File: src/rtl/dram_port_ctrl.sv
// dram_port_ctrl: one-outstanding-request controller for a 16-bit DRAM port slice.
// Define DRAM_BOUNDS_CHECK_EN to reject addresses >= MEM_DEPTH with resp_err.
module dram_port_ctrl #(
  parameter int DATA_W    = 16,
  parameter int ADDR_W    = 16,
  parameter int READ_LAT  = 1,
  parameter int MEM_DEPTH = 1025
) (
  input  logic              clk,
  input  logic              rst,
  input  logic              req_valid,
  output logic              req_ready,
  input  logic              req_we,
  input  logic [ADDR_W-1:0] req_addr,
  input  logic [DATA_W-1:0] req_wdata,
  output logic              resp_valid,
  input  logic              resp_ready,
  output logic [DATA_W-1:0] resp_rdata,
  output logic              resp_err,
  output logic              mem_we,
  output logic [ADDR_W-1:0] mem_addr,
  output logic [DATA_W-1:0] mem_wdata,
  input  logic [DATA_W-1:0] mem_rdata
);

  typedef enum logic [1:0] {IDLE, ISSUE, WAIT, RESP} state_t;

  localparam int AW1 = ADDR_W + 1;
  localparam logic [AW1-1:0] DEPTH = AW1'(MEM_DEPTH);
  localparam logic [2:0] CNT_INIT = 3'(READ_LAT - 1);

  state_t state, state_nxt;

  logic              lat_we;
  logic [ADDR_W-1:0] lat_addr;
  logic [DATA_W-1:0] lat_wdata;
  logic [2:0]        cnt;
  logic              oob;

`ifdef DRAM_BOUNDS_CHECK_EN
  assign oob = ({1'b0, req_addr} >= DEPTH);
`else
  logic unused_depth;
  assign unused_depth = ^DEPTH;
  assign oob = 1'b0;
`endif

  always_ff @(posedge clk or posedge rst) begin
    if (rst) state <= IDLE;
    else     state <= state_nxt;
  end

  always_comb begin
    state_nxt = state;
    unique case (state)
      IDLE:  if (req_valid) state_nxt = oob ? RESP : ISSUE;
      ISSUE: state_nxt = lat_we ? RESP : WAIT;
      WAIT:  if (cnt == 3'd0) state_nxt = RESP;
      RESP:  if (resp_ready) state_nxt = IDLE;
      default: state_nxt = IDLE;
    endcase
  end

  always_comb begin
    req_ready  = 1'b0;
    mem_we     = 1'b0;
    resp_valid = 1'b0;
    unique case (state)
      IDLE:  req_ready  = !rst;
      ISSUE: mem_we     = lat_we;
      RESP:  resp_valid = 1'b1;
      default: ;
    endcase
  end

  // Rejected requests leave the latches alone so the held DRAM port stays put.
  always_ff @(posedge clk or posedge rst) begin
    if (rst) begin
      lat_we     <= 1'b0;
      lat_addr   <= '0;
      lat_wdata  <= '0;
      cnt        <= '0;
      resp_rdata <= '0;
      resp_err   <= 1'b0;
    end else begin
      unique case (state)
        IDLE: if (req_valid) begin
          resp_err <= oob;
          if (oob) begin
            resp_rdata <= '0;
          end else begin
            lat_we    <= req_we;
            lat_addr  <= req_addr;
            lat_wdata <= req_wdata;
          end
        end
        ISSUE: begin
          if (lat_we) resp_rdata <= '0;
          else        cnt        <= CNT_INIT;
        end
        WAIT: begin
          if (cnt == 3'd0) resp_rdata <= mem_rdata;
          else             cnt        <= cnt - 3'd1;
        end
        default: ;
      endcase
    end
  end

  assign mem_addr  = lat_addr;
  assign mem_wdata = lat_wdata;

endmodule

File: config.mk
export PLATFORM = sky130hd
export DESIGN_NAME = dram_port_ctrl
export DESIGN_NICKNAME = d
export VERILOG_FILES = /design/src/rtl/dram_port_ctrl.sv
export SDC_FILE = /design/constraint.sdc
export NUM_CORES = 1
export LEC_CHECK = 0
export CAP_MARGIN = 20
export CELL_PAD_IN_SITES_DETAIL_PLACEMENT = 1
export CELL_PAD_IN_SITES_GLOBAL_PLACEMENT = 1
export CORE_MARGIN = 2
export CORE_UTILIZATION = 29
export CTS_BUF_LIST = sky130_fd_sc_hd__clkbuf_8
export CTS_CLUSTER_DIAMETER = 40
export DETAILED_ROUTE_END_ITERATION = 10
export PLACE_DENSITY = 0.76
export SKIP_CTS_REPAIR_TIMING = 1
export SLEW_MARGIN = 20
export SYNTH_ARGS = -nofsm -noshare
export SYNTH_HDL_FRONTEND = slang
export SYNTH_SLANG_ARGS = --single-unit
File: constraint.sdc
create_clock -name clk -period 1.72 [get_ports clk]
set_input_delay 0.344 -clock clk [delete_from_list [all_inputs] [get_ports clk]]
set_output_delay 0.344 -clock clk [all_outputs]
set_load 0.01 [all_outputs]
==> results.yml <==
status:
  status: "finished, violations left"
  violations: "negative setup slack"
min_path:
  holdCritPathClass: "primary input to asynchronous set/reset pin"
power:
  seqPwrFrac_pct: 34.6
  pwr-share-comb_pct: 54.7
  p_sw_uw: 1970
  swShare_pct: 31.8
  clkPwrFrac_pct: 10.7
  p_leak_uw: 0.00161
  total_power_uw: 6180
  powerDensity_nw_per_um2: 1690
  internal_power_uw: 4220
  ir_worst_vdd_mv: 0.658
detailed_routing:
  antenna_left: 0
  wl_um: 5810
  dr.first_iter.drc_count: 20
  via_count: 1652
  via_per_inst: 4.46
  wl_per_cell_um: 15.7
  drc: 0
  first_pass_iters: 3
setup_path:
  crit_buf_inv: 3
  r2r_setup_slack_ns: -0.03
  critPathTopFamily: "simple AND/OR/NAND/NOR gates"
  rr_worst_depth: 8
  rr_endpoint: "resp_rdata[4]"
  cp_slowest_cell: "dfrtp_1"
  cp.required_ns: 1.90
  r2r-start: "cnt[0]"
  cp_common_cell: "buf_6"
  path_max_fanout: 8
  critPathKind: "register to register"
  slowest_delay_ns: 0.39
  path_cells: "inv_1, ha_2, ha_4, buf_6, nor2b_4, or3b_4, buf_6, a22o_1"
  endpoint_kind: "register"
  start_kind: "register"
  critPathArrivalTime_ns: 1.93
synth:
  synth_seq_cells: 54
  synth_compound_area_share_pct: 7.90
  yosysSeqAreaShare_pct: 61.9
  synth_area_leader_cell: "dfrtp_1"
  synth_edf_count: 0
  syn-num-nets: 208
  synthesis.area_um2: 2180
  synthArstFlopShare_pct: 100
  synth-adder-area-share_pct: 4.01
  avgSynthCellArea_um2: 14.8
  yosysWarnings: 0
  synth-xor-area-share_pct: 0
  syn_inst: 148
  yosysUniqueCellTypes: 25
  synth_top_family_by_area: "multiplexers"
  synthTopCellsByArea: "dfrtp_1 (62%), mux2_2 (17%), a22o_1 (6.4%)"
  synth_ff_type: "dfrtp_1"
  synthMuxAreaShare_pct: 18.0
  yosys.area.top_type_share_pct: 61.9
  synth-simple-area-share_pct: 4.07
layout:
  post-route-util_pct: 50.2
  final_cells: 370
  antenna_cells: 0
  nNetsFinal: 331
  n_fill_cell: 776
  drive_gt1_share_pct: 28.4
  area_growth_syn_to_layout_pct: 67.4
timing:
  final_hold_viol_count: 0
  layout_min_cycle_time_ns: 1.75
  fmax_ghz: 0.572
  setup_viol: 16
  final.setup.worst_slack_ns: -0.0293
  slew_violations: 0
  skew_ns: 0.00862
  grt_setup_unrepaired: "yes"
  fin_crit_sh_pct: 102
grt:
  use_met3_pct: 3.51
  grt_pass1_vias: 1807
  gr-max-usage-layer: "met2"
  grt_pass1_wl_um: 8810
  antenna_found_initial: 0
  grt_start_max_net_pins: 55
  met1_usage_pct: 15.6
  grtUsageTotal_pct: 13.0
  grt.overflow.total: 0
  met2_usage_pct: 23.6
clock_tree:
  ctsHtreeMaxLevel: 2
  clock_path_buffers: 2
  cts_tree: "done"
  cts.sinks: 54
  clk_pin_slew_ns: 0.09
  numCtsBuffers: 5
  cts-root-buf: "clkbuf_8"
  insertion_delay_ns: 0.30
place:
  dpl.hpwl_um: 4100
  dpl.cell_count: 358
  place_congestion: 0.758
  io_buffers: 103
floorplan:
  fp-row-count: 31
  die_w_um: 90.8
  ios: 105
  die_area_um2: 8240
  initial_core_util_pct: 30.0
  core_area_um2: 7290
  die_h_um: 90.8
run:
  maxCapViolCount: 0
-- synth_stat cells, types with 2 or more instances --
master / count
o22ai_1: 2
inv_1: 8
mux2_2: 33
dfrtp_1: 54
buf_2: 4
nor2b_1: 4
nor2_1: 2
a22o_1: 16
nand2_1: 3
ha_1: 7
-- final cells by class --
type | instances | area [um^2] | share of cell area [%]
flip-flops and latches | 54 | 1350 | 36.9
repair buffers | 124 | 1250 | 34.1
multi-input cells | 78 | 826 | 22.6
well taps | 99 | 124 | 3.39
clock buffers | 5 | 68.8 | 1.88
inverters | 8 | 30.0 | 0.821
clock inverters | 2 | 11.3 | 0.308
-- state kept, by name (all words and copies together), names as in the netlist --
register    flops
resp_rdata     16
state           2
lat_we          1
cnt             3
mem_addr       16
mem_wdata      16
-- routing by layer --
metal | routed length, um | share of wire [%]
met5 | 0 | 0
met4 | 13 | 0.22
met3 | 331 | 5.7
met2 | 3040 | 52
met1 | 2430 | 42
-- worst reg2reg max path, stage by stage, from the launching register on --
cell,delay (ns)
dfrtp_1,0.39
inv_1,0.06
ha_2,0.18
ha_4,0.13
buf_6,0.09
nor2b_4,0.03
or3b_4,0.39
buf_6,0.15
a22o_1,0.21
-- power groups by stage --
stage | sequential, uW | combinational, uW | clock [uW]
floorplan | 2400 | 1250 | 0
global placement | 2140 | 3020 | 0
detailed placement | 2170 | 3120 | 0
CTS | 2150 | 3120 | 702
global route | 2210 | 3630 | 737
finish | 2140 | 3380 | 662
-- how the worst max path moves through the flow --
stage | depth (start not counted) | end | start
2_1_floorplan | 8 | resp_rdata[0] | cnt[0]
3_3_place_gp | 6 | resp_rdata[3] | cnt[1]
3_5_place_dp | 6 | resp_rdata[14] | cnt[1]
4_1_cts | 5 | req_ready | state[1]
5_1_grt | 8 | resp_rdata[6] | cnt[0]
6_report | 8 | resp_rdata[4] | cnt[0]
-- through the flow --
stage          worst slack [ns]  hold WS, ns  instance area (um^2)  TNS (ns)
6_report                -0.0293        0.430                  3660    -0.255
5_1_grt                 -0.0952        0.475                  3660     -1.33
3_3_place_gp             -0.169        0.485                  3440     -2.77
4_1_cts                  -0.399        0.438                  3520     -6.21
3_5_place_dp             -0.319        0.495                  3440     -5.05
2_1_floorplan          -0.00777        0.451                  2200   -0.0777
-- kinds of logic (layout without fill, tap and decap cells) --
group / after synthesis / in the layout
flip-flops: 54 / 54
buffers and inverters: 16 / 139
multiplexers: 35 / 35
adder cells (fa/ha/maj): 7 / 7
AND/OR/NAND/NOR: 15 / 15
AO/OA/AOI/OAI: 20 / 20
other: 1 / 1
-- cells in the final DEF (no fill, tap or decap), types with 3 or more instances in the layout --
master,Yosys,final
clkdlybuf4s50_1,0,100
dfrtp_1,54,54
inv_2,0,3
inv_1,8,6
a22o_1,16,16
ha_2,0,3
nor2b_4,1,3
clkbuf_8,0,5
buf_6,1,4
mux2_2,33,33
buf_4,1,14
(Power assumes the default switching activity.)
